[config.mk]
export PLATFORM = sky130hd
export DESIGN_NAME = uart_rx_ovs
export DESIGN_NICKNAME = d
export VERILOG_FILES = /design/src/rtl/uart_rx_ovs.sv
export SDC_FILE = /design/constraint.sdc
export NUM_CORES = 1
export LEC_CHECK = 0
export BUFFER_PORTS_ARGS = -buffer_cell sky130_fd_sc_hd__buf_2
export CAP_MARGIN = 20
export CELL_PAD_IN_SITES_DETAIL_PLACEMENT = 0
export CELL_PAD_IN_SITES_GLOBAL_PLACEMENT = 1
export CORE_MARGIN = 4
export CORE_UTILIZATION = 37
export DETAILED_ROUTE_END_ITERATION = 7
export MAX_ROUTING_LAYER = met4
export PLACE_DENSITY_LB_ADDON = 0.1
export SKIP_CTS_REPAIR_TIMING = 1
export SYNTH_ARGS = -nofsm -noshare
export SYNTH_HDL_FRONTEND = slang
export SYNTH_SLANG_ARGS = --single-unit
[constraint.sdc]
create_clock -name clk -period 2.3 [get_ports clk]
set_clock_uncertainty 0.1 [all_clocks]
set_input_delay 0.46 -clock clk [delete_from_list [all_inputs] [get_ports clk]]
set_output_delay 0.46 -clock clk [all_outputs]
set_load 0.05 [all_outputs]
[src/rtl/uart_rx_ovs.sv]
// Oversampling UART receiver with 3-sample majority vote, runtime frame format,
// error/break detection and a small valid/ready receive FIFO.
module uart_rx_ovs #(
  parameter int DIV_W      = 16,
  parameter int OSR        = 16,
  parameter int FIFO_DEPTH = 4
) (
  input  logic             clk,
  input  logic             rst_n,
  input  logic [DIV_W-1:0] baud_div_i,
  input  logic [1:0]       data_bits_i,
  input  logic             parity_en_i,
  input  logic             parity_odd_i,
  input  logic             stop2_i,
  input  logic             rx_i,
  output logic [7:0]       rx_data_o,
  output logic             rx_perr_o,
  output logic             rx_ferr_o,
  output logic             rx_brk_o,
  output logic             rx_valid_o,
  input  logic             rx_ready_i,
  output logic             overrun_o,
  output logic             busy_o
);
  localparam int OW = $clog2(OSR);
  localparam int AW = $clog2(FIFO_DEPTH);
  localparam logic [OW-1:0] T_S0  = OW'(OSR/2 - 2);
  localparam logic [OW-1:0] T_S1  = OW'(OSR/2 - 1);
  localparam logic [OW-1:0] T_MID = OW'(OSR/2);
  localparam logic [OW-1:0] T_END = OW'(OSR - 1);
  localparam logic [AW:0]   FULL_CNT = (AW+1)'(FIFO_DEPTH);

  typedef enum logic [2:0] {
    S_IDLE, S_START, S_DATA, S_PARITY, S_STOP1, S_STOP2, S_PUSH, S_WAIT
  } state_e;

  logic             sync_q, rxs_q, rxs_prev_q;
  state_e           state_q;
  logic [DIV_W-1:0] div_q, div_cnt_q;
  logic [OW-1:0]    ostk_q;
  logic             s0_q, s1_q;
  logic [1:0]       dbits_q;
  logic             pen_q, podd_q, stop2_q;
  logic [2:0]       bcnt_q;
  logic [7:0]       data_q;
  logic             par_q, zero_q, perr_q, ferr_q, brk_q;

  logic             fall, tick, mtick, maj;
  logic [2:0]       last_bit;

  assign fall     = rxs_prev_q & ~rxs_q;
  assign tick     = (state_q != S_IDLE) && (div_cnt_q == div_q);
  assign mtick    = tick && (ostk_q == T_MID);
  assign maj      = (s0_q & s1_q) | (s0_q & rxs_q) | (s1_q & rxs_q);
  assign last_bit = {1'b0, dbits_q} + 3'd4;

  always_ff @(posedge clk or negedge rst_n) begin
    if (!rst_n) begin
      sync_q     <= 1'b1;
      rxs_q      <= 1'b1;
      rxs_prev_q <= 1'b1;
    end else begin
      sync_q     <= rx_i;
      rxs_q      <= sync_q;
      rxs_prev_q <= rxs_q;
    end
  end

  // Frame FSM; every bit decision is taken on the mid-bit majority tick, so
  // PUSH lands in the middle of the last stop bit and the next start can follow.
  always_ff @(posedge clk or negedge rst_n) begin
    if (!rst_n) begin
      state_q   <= S_IDLE;
      div_q     <= '0;
      div_cnt_q <= '0;
      ostk_q    <= '0;
      s0_q      <= 1'b1;
      s1_q      <= 1'b1;
      dbits_q   <= '0;
      pen_q     <= 1'b0;
      podd_q    <= 1'b0;
      stop2_q   <= 1'b0;
      bcnt_q    <= '0;
      data_q    <= '0;
      par_q     <= 1'b0;
      zero_q    <= 1'b0;
      perr_q    <= 1'b0;
      ferr_q    <= 1'b0;
      brk_q     <= 1'b0;
    end else begin
      if (state_q == S_IDLE)  div_cnt_q <= '0;
      else if (tick)          div_cnt_q <= '0;
      else                    div_cnt_q <= div_cnt_q + 1'b1;

      if (state_q == S_IDLE)  ostk_q <= '0;
      else if (tick)          ostk_q <= (ostk_q == T_END) ? '0 : ostk_q + 1'b1;

      if (tick && ostk_q == T_S0) s0_q <= rxs_q;
      if (tick && ostk_q == T_S1) s1_q <= rxs_q;

      case (state_q)
        S_IDLE: if (fall) begin
          state_q <= S_START;
          div_q   <= baud_div_i;
          dbits_q <= data_bits_i;
          pen_q   <= parity_en_i;
          podd_q  <= parity_odd_i;
          stop2_q <= stop2_i;
          bcnt_q  <= '0;
          data_q  <= '0;
          par_q   <= 1'b0;
          zero_q  <= 1'b1;
          perr_q  <= 1'b0;
          ferr_q  <= 1'b0;
          brk_q   <= 1'b0;
        end
        S_START: if (mtick) state_q <= maj ? S_IDLE : S_DATA;
        S_DATA: if (mtick) begin
          data_q[bcnt_q] <= maj;
          par_q          <= par_q ^ maj;
          zero_q         <= zero_q & ~maj;
          bcnt_q         <= bcnt_q + 1'b1;
          if (bcnt_q == last_bit) state_q <= pen_q ? S_PARITY : S_STOP1;
        end
        S_PARITY: if (mtick) begin
          perr_q  <= par_q ^ maj ^ podd_q;
          zero_q  <= zero_q & ~maj;
          state_q <= S_STOP1;
        end
        S_STOP1: if (mtick) begin
          ferr_q  <= ~maj;
          brk_q   <= zero_q & ~maj;
          state_q <= stop2_q ? S_STOP2 : S_PUSH;
        end
        S_STOP2: if (mtick) begin
          ferr_q  <= ferr_q | ~maj;
          state_q <= S_PUSH;
        end
        S_PUSH:  state_q <= ferr_q ? S_WAIT : S_IDLE;
        S_WAIT:  if (rxs_q) state_q <= S_IDLE;
        default: state_q <= S_IDLE;
      endcase
    end
  end

  logic [FIFO_DEPTH-1:0][10:0] mem_q;
  logic [AW-1:0]               wptr_q, rptr_q;
  logic [AW:0]                 cnt_q;
  logic                        ovr_q;
  logic                        push, pop, full, wr_en;

  assign push  = (state_q == S_PUSH);
  assign pop   = (cnt_q != '0) && rx_ready_i;
  assign full  = (cnt_q == FULL_CNT);
  assign wr_en = push && (!full || pop);

  always_ff @(posedge clk or negedge rst_n) begin
    if (!rst_n) begin
      mem_q  <= '0;
      wptr_q <= '0;
      rptr_q <= '0;
      cnt_q  <= '0;
      ovr_q  <= 1'b0;
    end else begin
      ovr_q <= push && full && !pop;
      if (wr_en) begin
        mem_q[wptr_q] <= {brk_q, ferr_q, perr_q, data_q};
        wptr_q        <= wptr_q + 1'b1;
      end
      if (pop) rptr_q <= rptr_q + 1'b1;
      if (wr_en && !pop)      cnt_q <= cnt_q + 1'b1;
      else if (!wr_en && pop) cnt_q <= cnt_q - 1'b1;
    end
  end

  assign rx_data_o  = mem_q[rptr_q][7:0];
  assign rx_perr_o  = mem_q[rptr_q][8];
  assign rx_ferr_o  = mem_q[rptr_q][9];
  assign rx_brk_o   = mem_q[rptr_q][10];
  assign rx_valid_o = (cnt_q != '0);
  assign overrun_o  = ovr_q;
  assign busy_o     = (state_q != S_IDLE);
endmodule

==> results of run 1 <==
power by group through the flow:
stage / combinational [mW] / clock [mW] / sequential (mW)
final: 2.00 / 2.73 / 2.68
after global routing: 2.20 / 2.91 / 2.73
after CTS: 1.94 / 2.81 / 2.67
after detailed placement: 1.92 / 0 / 2.70
after global placement: 1.92 / 0 / 2.69
after floorplan: 1.33 / 0 / 2.65
layer usage:
layer | global-route usage, % | vias up | part of all wire, %
met5 | - | - | 0
met4 | 6.47 | 0 | 1.8
met3 | 3.41 | 15 | 2.8
met2 | 23.1 | 62 | 47
met1 | 19.5 | 1877 | 48
li1 | - | 1801 | -
cell type report:
cell class | count | area (um2) | share of cell area [%]
sequential | 117 | 2940 | 40.7
multi-input combinational | 305 | 2600 | 36.1
timing repair buffer | 85 | 751 | 10.4
clock buffer | 26 | 539 | 7.48
tap | 184 | 230 | 3.20
clock inverter | 6 | 87.6 | 1.22
inverter | 16 | 60.1 | 0.833
worst min path at each step:
stage / slack, ns / start / cells after the start / to
6_report: 0.04 / rx_i / 1 / sync_q$_DFF_PN1_
5_1_grt: 0.02 / rx_i / 1 / sync_q$_DFF_PN1_
4_1_cts: -0.06 / rst_n / 1 / data_q[1]$_DFFE_PN0P_
3_5_place_dp: 0.25 / sync_q$_DFF_PN1_ / 0 / rxs_q$_DFF_PN1_
3_3_place_gp: 0.25 / sync_q$_DFF_PN1_ / 0 / rxs_q$_DFF_PN1_
2_1_floorplan: 0.06 / rst_n / 0 / bcnt_q[0]$_DFFE_PN0P_
worst reg2reg max path, delay by kind of cell, from the launching register on:
family,cells,cell delay [ns]
DFF,1,0.41
and+or+nand+nor,3,0.64
AOI/OAI and AO/OA,1,0.26
muxes,1,0.35
xor gates and xnor gates,1,0.16
buffers and inverters,2,0.30
layout by cell type, fill, tap and decap left out, drive strengths merged, types with 11 or more instances in the layout:
cell and instances:
dfrtp 112, a21oi 13, mux4 11, nor2 26
buf 83, clkbuf 27, nand2 36, mux2 62
o21ai 21, mux2i 12, xnor2 27, inv 16
nand3 12
cell families (layout without fill, tap and decap cells):
group	after synthesis	count (layout)	share of synthesized area [%]
DFF	117	117	52.6
muxes	85	85	19.1
buffers and inverters	36	133	2.51
and+or+nand+nor	120	120	11.6
AOI/OAI and AO/OA	52	52	5.72
adders and majority gates	11	11	2.60
xor gates and xnor gates	37	37	5.81
state kept, by name (all words and copies together) (netlist names), 2 cells and up:
signal	count
ostk_q	4
wptr_q	2
cnt_q	3
rptr_q	2
mem_q	44
dbits_q	2
state_q	3
data_q	8
div_q	16
div_cnt_q	16
bcnt_q	3
stage by stage:
stage                     TNS, ns  worst slack, ns  instances  hold WS [ns]
after floorplan           -0.0906          -0.0327        458        0.0644
after global placement     -0.185          -0.0975        701         0.249
after detailed placement   -0.206          -0.0547        701         0.248
after CTS                   -1.04           -0.147        733       -0.0616
after global routing        -1.12           -0.175        739        0.0219
final                     -0.0877          -0.0460        739        0.0417
==> out/metrics.yaml, run 1 <==
critical_path:
  worst_ep_arrival_time_ns: 2.54
  r2r-end: "state_q[2]$_DFFE_PN0P_"
  max_stage_delay_ns: 0.41
  regToRegStartpoint: "div_cnt_q[14]$_DFF_PN0_"
  cp_top_family: "simple AND/OR/NAND/NOR gates"
  crit_path_end: "state_q[2]$_DFFE_PN0P_"
  crit_fanout: 5
  criticalPathCategory: "reg2reg"
  crit_path_top_delay_cell: "dfrtp_1"
  crit_cells: 8
  cp.required_ns: 2.49
  crit_buf_inv: 2
  start_kind: "flip-flop"
  reg2reg_slack_ns: -0.05
  cp-end-kind: "flip-flop"
  ff2ff_path_depth: 8
  cp_cell_sequence: "xnor2_1, nand4_1, nor4_4, buf_4, buf_12, nand3_4, a211oi_4, mux2_1"
  startpoint: "div_cnt_q[14]$_DFF_PN0_"
pwr:
  swShare_pct: 29.6
  powerDensity_nw_per_um2: 1030
  power.internal_mw: 5.21
  fin_total_pwr_mw: 7.41
  power.share.clock_pct: 36.9
  ir_drop_v: 0.000492
  power_leakage_nw: 3.24
  p_sw_mw: 2.19
  power_frac_comb_pct: 27.0
  seqPwrFrac_pct: 36.1
synthesis:
  synth.top_cell.area_share_pct: 50.2
  synth_ff_type: "dfrtp_1"
  yosys.area.top_type: "dfrtp_1"
  yosys_warnings: 0
  synth.most_common_cell: "dfrtp_1"
  avgSynthCellArea_um2: 12.2
  synth_edf_count: 0
  synth.area.top_cells: "dfrtp_1 (50%), mux2_2 (12%), mux4_2 (4.4%), xnor2_1 (4.2%), nand2_1 (2.4%)"
  synth_area_um2: 5580
  synthCells: 458
  synth_common_cells: "dfrtp_1 (112), mux2_2 (60), nand2_1 (36), xnor2_1 (27), nor2_1 (26)"
  ys_seq_area_share_pct: 52.6
  synth_nets: 494
  synth_cell_types: 50
  async_flop_share_pct: 100
  ys_seq_elements: 117
sta:
  finalWorstSetupSlack_ns: -0.0460
  fin_crit_sh_pct: 102
  setup_violations: 2
  max_freq_mhz: 426
  finalHoldViolCount: 0
  rsz0062_at_grt: "true"
  drv_slew: 0
  period_minus_slack_ns: 2.35
  relSlewSlack_pct: 57.0
  worst_pin_slew_ns: 0.639
placement:
  placed_area_um2: 6350
  io_buffers: 38
  detailed_place_hpwl_um: 7930
  globalplace.congestion: 0.815
run_status:
  status: "finished, violations left"
  violations: "setup timing"
die:
  fp.dieH_um: 131
  die_area_um2: 17100
  design.portCount: 39
  die_x_um: 131
  rows: 44
  coreArea_um2: 14600
  initial_core_util_pct: 38.1
drt:
  vias: 3755
  drt-vias-per-instance: 5.08
  dr.pass1.iters: 4
  drc: 0
  drt-initial-drc-count: 164
  ant_nets: 0
  routedWlPerCell_um: 15.5
  drt-total-wl_um: 11500
global_routing:
  gr-total-overflow: 0
  gr-usage-all-layers_pct: 15.1
  grt_max_degree: 43
  grt_pass1_vias: 3775
  grt_antenna_before_repair: 0
  grt_pass1_wl_um: 19100
final_layout:
  drive_gt1_share_pct: 38.2
  final_cell_area_um2: 7210
  area_delta_synth_final_pct: 29.2
  post-route-util_pct: 49.2
  fillers: 1324
  antenna_cells: 0
  finish.net_count: 578
min_path:
  hold_class: "in2reg"
cts:
  clk_pin_slew_ns: 0.05
  root_buffer: "clkbuf_16"
  cts_buffer_depth: 2
  cts_buffers: 17
  cts_max_level: 4
  clk_latency_ns: 0.41
  clock-sinks: 117
  cts_tree: "done"
job:
  drv_cap: 0
(Power assumes the default switching activity.)
==> run 2, diff against run 1 <==
==> constraint.sdc (replaced) <==
create_clock -name clk -period 2.3 [get_ports clk]
set_clock_uncertainty 0.1 [all_clocks]
set_input_delay 0.23 -clock clk [delete_from_list [all_inputs] [get_ports clk]]
set_output_delay 0.23 -clock clk [all_outputs]
set_load 0.05 [all_outputs]
==> out/metrics.yaml, run 2 (same netlist as run 1, synthesis figures left out) <==
critical_path:
  crit_path_top_delay_cell: "dfrtp_1"  # unchanged
  cp-end-kind: "flip-flop"  # unchanged
  r2r-end: "state_q[2]$_DFFE_PN0P_"  # unchanged
  cp_cell_sequence: "xnor2_2, nand4_1, nor4_4, buf_6, buf_6, nor3_4, a211oi_4, mux2_4"  # was xnor2_1, nand4_1, nor4_4, buf_4, buf_12, nand3_4, a211oi_4, mux2_1
  ff2ff_path_depth: 8  # unchanged
  start_kind: "flip-flop"  # unchanged
  reg2reg_slack_ns: -0.02  # was -0.05 ns
  regToRegStartpoint: "div_cnt_q[2]$_DFF_PN0_"  # was div_cnt_q[14]$_DFF_PN0_
  criticalPathCategory: "reg2reg"  # unchanged
  critPathMostFrequentCell: "buf_6"
  worst_ep_arrival_time_ns: 2.51  # was 2.54 ns
  startpoint: "div_cnt_q[2]$_DFF_PN0_"  # was div_cnt_q[14]$_DFF_PN0_
  crit_path_end: "state_q[2]$_DFFE_PN0P_"  # unchanged
  max_stage_delay_ns: 0.40  # was 0.41 ns
  crit_fanout: 5  # unchanged
  cp.required_ns: 2.49  # about the same
min_path:
  hold_class: "in2reg"  # unchanged
drt:
  drt-initial-drc-count: 182  # was 164
  routedWlPerCell_um: 15.5  # about the same
  drc: 0  # unchanged
  ant_nets: 0  # unchanged
  dr.pass1.iters: 4  # unchanged
  drt-total-wl_um: 11800  # was 11500 um
  drt-vias-per-instance: 4.91  # was 5.08
  vias: 3736  # was 3755
sta:
  drv_slew: 0  # unchanged
  worst_pin_slew_ns: 0.611  # was 0.639 ns
  period_minus_slack_ns: 2.32  # was 2.35 ns
  rsz0062_at_grt: "true"  # unchanged
  setup_violations: 2  # unchanged
  max_freq_mhz: 431  # was 426 MHz
  relSlewSlack_pct: 58.8  # was 57.0%
  fin_crit_sh_pct: 101  # was 102%
  finalWorstSetupSlack_ns: -0.0202  # was -0.0460 ns
  finalHoldViolCount: 0  # unchanged
cts:
  root_buffer: "clkbuf_16"  # unchanged
  cts_tree: "done"  # unchanged
  clk_latency_ns: 0.41  # about the same
  clock-sinks: 117  # unchanged
  cts_max_level: 4  # unchanged
  cts_buffers: 17  # unchanged
  clk_pin_slew_ns: 0.06  # was 0.05 ns
  cts_buffer_depth: 2  # unchanged
placement:
  globalplace.congestion: 0.753  # was 0.815
  dp_slack_ns: -0.0919  # was -0.0547 ns
  io_buffers: 38  # unchanged
  detailed_place_hpwl_um: 8110  # was 7930 um
global_routing:
  grt_max_degree: 50  # was 43
  grt_pass1_vias: 3826  # was 3775
  grt_antenna_before_repair: 0  # unchanged
  grt_pass1_wl_um: 19700  # was 19100 um
  gr-usage-all-layers_pct: 15.5  # was 15.1%
  gr-total-overflow: 0  # unchanged
final_layout:
  drive_gt1_share_pct: 37.6  # was 38.2%
  finish.net_count: 600  # was 578
  layout.area.seq_um2: 2930  # was 2940 um2
  largest_reg_flops: 44  # unchanged
  mostFrequentLayoutCells: "dfrtp_1 (112), mux2_2 (60), buf_4 (39), buf_2 (37), nand2_1 (36)"  # was dfrtp_1 (111), mux2_2 (58), buf_4 (36), nand2_1 (35), xnor2_1 (27)
  multi_input_area_um2: 2630  # was 2600 um2
  reg_top3: "mem_q x44, div_cnt_q x16, div_q x16"  # unchanged
  fillers: 1319  # was 1324
  regMostFlops: "mem_q"  # unchanged
  area_delta_synth_final_pct: 31.5  # was 29.2%
  post-route-util_pct: 50.1  # was 49.2%
  layout_commonest_cell: "dfrtp_1"  # unchanged
  antenna_cells: 0  # unchanged
pwr:
  powerDensity_nw_per_um2: 1030  # about the same
  ir_drop_v: 0.000497  # was 0.000492 V
  power_leakage_nw: 3.31  # was 3.24 nW
job:
  drv_cap: 0  # unchanged
die:
  fp.dieH_um: 131  # unchanged
  die_x_um: 131  # unchanged
  die_area_um2: 17100  # unchanged
  coreArea_um2: 14600  # unchanged
  initial_core_util_pct: 38.1  # unchanged
  rows: 44  # unchanged
  design.portCount: 39  # unchanged
run_status:
  status: "finished, violations left"  # unchanged
  violations: "setup timing"  # unchanged
==> run 2: cell count changes in the layout (fill, tap and decap cells not counted), moves of 4 or more <==
cell,change
buf_12,-5
buf_2,+11
buf_6,-8
clkbuf_8,-5
clkinv_2,+4
dlygate4sd3_1,+22
==> run 2: worst min-delay path by stage <==
stage               start                    end  cells after the start
2_1_floorplan       rst_n  bcnt_q[0]$_DFFE_PN0P_                      0
3_3_place_gp        rst_n  mem_q[25]$_DFFE_PN0P_                      1
3_5_place_dp        rst_n  mem_q[25]$_DFFE_PN0P_                      1
4_1_cts             rst_n  mem_q[25]$_DFFE_PN0P_                      1
5_1_grt        rx_ready_i  rptr_q[0]$_DFFE_PN0N_                      3
6_report       rx_ready_i  rptr_q[1]$_DFFE_PN0N_                      3
==> run 2: through the flow <==
stage                     setup TNS, ns  power [mW]  hold slack [ns]  cells  area (um2)
after floorplan                 -0.0906        3.98           -0.166    458        5580
after global placement          -0.0632        4.59           0.0267    702        6290
after detailed placement         -0.235        4.61           0.0267    702        6290
after CTS                        -0.465        7.55           -0.409    734        6940
after global routing              -1.06        7.99           0.0374    761        7330
final                           -0.0393        7.55           0.0339    761        7330
==> run 2: routing by layer <==
metal	track usage (%)	share of wire, %
met2	23.4	47
met5	-	0
met4	5.08	1.1
met1	20.5	49
met3	3.86	2.7
==> run 2: layout make-up <==
cell class / count / share of cell area, %
sequential: 117 / 40.0
clock inverter: 10 / 2.39
multi-input combinational: 305 / 35.8
clock buffer: 22 / 6.47
inverter: 16 / 0.819
timing repair buffer: 107 / 11.4
tap: 184 / 3.14
==> run 2: critical path: cells and delay by family, from the launching register on <==
family	cells	cell delay (ns)
xor gates and xnor gates	1	0.19
and+or+nand+nor	3	0.59
DFF	1	0.40
muxes	1	0.33
AOI/OAI and AO/OA	1	0.31
buffers and inverters	2	0.29
==> run 2: power breakdown <==
group	switching (mW)	internal, mW
clock	0.898	2.00
sequential	0.284	2.39
combinational	1.00	0.975
total	2.18	5.36
==> run 3, diff against run 2 <==
--- a/config.mk
+++ b/config.mk
@@ -15,6 +15,7 @@
 export MAX_ROUTING_LAYER = met4
 export PLACE_DENSITY_LB_ADDON = 0.1
 export SKIP_CTS_REPAIR_TIMING = 1
+export SLEW_MARGIN = 20
 export SYNTH_ARGS = -nofsm -noshare
 export SYNTH_HDL_FRONTEND = slang
 export SYNTH_SLANG_ARGS = --single-unit
==> constraint.sdc (replaced) <==
create_clock -name clk -period 2.3 [get_ports clk]
set_clock_uncertainty 0.1 [all_clocks]
set_input_delay 0.23 -clock clk [delete_from_list [all_inputs] [get_ports clk]]
set_output_delay 0.23 -clock clk [all_outputs]
set_load 0.02 [all_outputs]
==> out/metrics.yaml, run 3 (same netlist as run 1, synthesis figures left out) <==
drt:
  drt-vias-per-instance: 4.93  # was 4.91
  vias: 3763  # was 3736
  drt-total-wl_um: 11900  # was 11800 um
  drt-initial-drc-count: 130  # was 182
  routedWlPerCell_um: 15.6  # was 15.5 um
  dr.pass1.iters: 4  # unchanged
  ant_nets: 0  # unchanged
  drc: 0  # unchanged
placement:
  globalplace.congestion: 0.755  # was 0.753
  detailed_place_hpwl_um: 7980  # was 8110 um
  placed_area_um2: 6290  # unchanged
  dp_cells: 701  # was 702
  io_buffers: 38  # unchanged
critical_path:
  worst_ep_arrival_time_ns: 2.54  # was 2.51 ns
  cp_cell_sequence: "xnor2_2, nand4_1, nor4_4, buf_6, buf_12, nand3_4, a211oi_4, mux2_4"  # was xnor2_2, nand4_1, nor4_4, buf_6, buf_6, nor3_4, a211oi_4, mux2_4
  cp-end-kind: "flip-flop"  # unchanged
  max_stage_delay_ns: 0.41  # was 0.40 ns
  crit_fanout: 4  # was 5
  cp.required_ns: 2.50  # was 2.49 ns
  start_kind: "flip-flop"  # unchanged
  criticalPathCategory: "reg2reg"  # unchanged
  crit_path_top_delay_cell: "dfrtp_1"  # unchanged
die:
  rows: 44  # unchanged
  die_area_um2: 17100  # unchanged
  die_x_um: 131  # unchanged
  design.portCount: 39  # unchanged
  coreArea_um2: 14600  # unchanged
  fp.dieH_um: 131  # unchanged
  initial_core_util_pct: 38.1  # unchanged
global_routing:
  gr-usage-all-layers_pct: 15.6  # was 15.5%
  grt_antenna_before_repair: 0  # unchanged
  grt_pass1_wl_um: 19700  # about the same
  grt_max_degree: 118  # was 50
  gr-total-overflow: 0  # unchanged
  grt_pass1_vias: 3912  # was 3826
cts:
  clock-sinks: 117  # unchanged
  root_buffer: "clkbuf_16"  # unchanged
  clk_latency_ns: 0.42  # was 0.41 ns
  cts_max_level: 4  # unchanged
  cts_buffer_depth: 2  # unchanged
  cts_buffers: 17  # unchanged
  clk_pin_slew_ns: 0.05  # was 0.06 ns
  cts_tree: "done"  # unchanged
final_layout:
  layout_commonest_cell: "dfrtp_1"  # unchanged
  drive_gt1_share_pct: 37.1  # was 37.6%
  fin_cells: 763  # was 761
  mostFrequentLayoutCells: "dfrtp_1 (112), mux2_2 (60), buf_4 (41), buf_2 (37), nand2_1 (36)"  # was dfrtp_1 (112), mux2_2 (60), buf_4 (39), buf_2 (37), nand2_1 (36)
  antenna_cells: 0  # unchanged
  finish.net_count: 602  # was 600
  fillers: 1346  # was 1319
  layout.area.seq_um2: 2930  # unchanged
  largest_reg_flops: 44  # unchanged
  reg_top3: "mem_q x44, div_cnt_q x16, div_q x16"  # unchanged
  final_cell_area_um2: 7310  # was 7330 um2
  area_delta_synth_final_pct: 31.0  # was 31.5%
  regMostFlops: "mem_q"  # unchanged
  multi_input_area_um2: 2610  # was 2630 um2
sta:
  setup_violations: 3  # was 2
  tns_ns: -0.0782  # was -0.0393 ns
  drv_slew: 0  # unchanged
  max_freq_mhz: 428  # was 431 MHz
  period_minus_slack_ns: 2.34  # was 2.32 ns
  rsz0062_at_grt: "true"  # unchanged
  relSlewSlack_pct: 57.8  # was 58.8%
  fin_crit_sh_pct: 102  # was 101%
  finalWorstSetupSlack_ns: -0.0388  # was -0.0202 ns
  finalHoldViolCount: 0  # unchanged
  worst_pin_slew_ns: 0.633  # was 0.611 ns
min_path:
  hold_class: "in2reg"  # unchanged
job:
  drv_cap: 0  # unchanged
pwr:
  ir_drop_v: 0.000578  # was 0.000497 V
  powerDensity_nw_per_um2: 993  # was 1030 nW/um2
  power_leakage_nw: 3.31  # about the same
run_status:
  status: "finished, violations left"  # unchanged
  violations: "setup timing"  # unchanged
## run 3: changes by cell type in the layout (fill, tap and decap cells not counted), sizes merged
cell / before / now
buf: 84 / 86
bufinv: 5 / 3
clkinv: 5 / 6
clkinvlp: 0 / 1
## run 3: path summary, 6_finish.rpt
path / startpoint / to / slack, ns / cells past startpoint
min in group asynchronous: rst_n / mem_q[17]$_DFFE_PN0P_ / 0.36 / 3
worst max register to register: div_cnt_q[2]$_DFF_PN0_ / state_q[1]$_DFFE_PN0P_ / -0.04 / 8
worst max-delay path: div_cnt_q[2]$_DFF_PN0_ / state_q[1]$_DFFE_PN0P_ / -0.04 / 8
worst min-delay path: rx_ready_i / rptr_q[1]$_DFFE_PN0N_ / 0.03 / 3
max in group asynchronous: rst_n / div_q[15]$_DFFE_PN0P_ / 1.27 / 3
worst min register to register: sync_q$_DFF_PN1_ / rxs_q$_DFF_PN1_ / 0.26 / 0
## run 3: metrics by stage
stage	setup slack [ns]	total power [mW]	util [%]	hold WS, ns
CTS	-0.0917	7.29	47.1	-0.214
global route	-0.163	7.70	49.9	0.0299
detailed placement	-0.0686	4.55	43.0	0.237
finish	-0.0388	7.26	49.9	0.0335
global placement	-0.143	4.52	43.0	0.239
floorplan	-0.0217	3.93	-	-0.166
## run 3: worst max-delay path: cells and delay by family, from the launching register on
family	cells	cell delay, ns
buffers and inverters	2	0.27
and+or+nand+nor	3	0.59
xor gates and xnor gates	1	0.19
DFF	1	0.41
AOI/OAI and AO/OA	1	0.33
muxes	1	0.32
## run 3: cell type report
type                       count  area share (%)
clock buffer                  22            6.49
clock inverter                10            1.75
inverter                      16           0.822
multi-input combinational    305            35.8
sequential                   117            40.2
tap                          184            3.15
timing repair buffer         109            11.9
## run 3: routing by layer
layer	global-route usage (%)	vias to the layer above	wire length [um]
met1	18.9	1871	5560
met3	4.55	11	253
met4	5.99	0	171
met5	-	-	0
met2	24.9	36	5950
li1	-	1845	-
## run 3: power breakdown
part / internal [mW] / total, mW / switching [mW]
sequential: 2.39 / 2.70 / 0.308
combinational: 0.950 / 1.87 / 0.923
clock: 1.77 / 2.69 / 0.914
total: 5.11 / 7.26 / 2.14
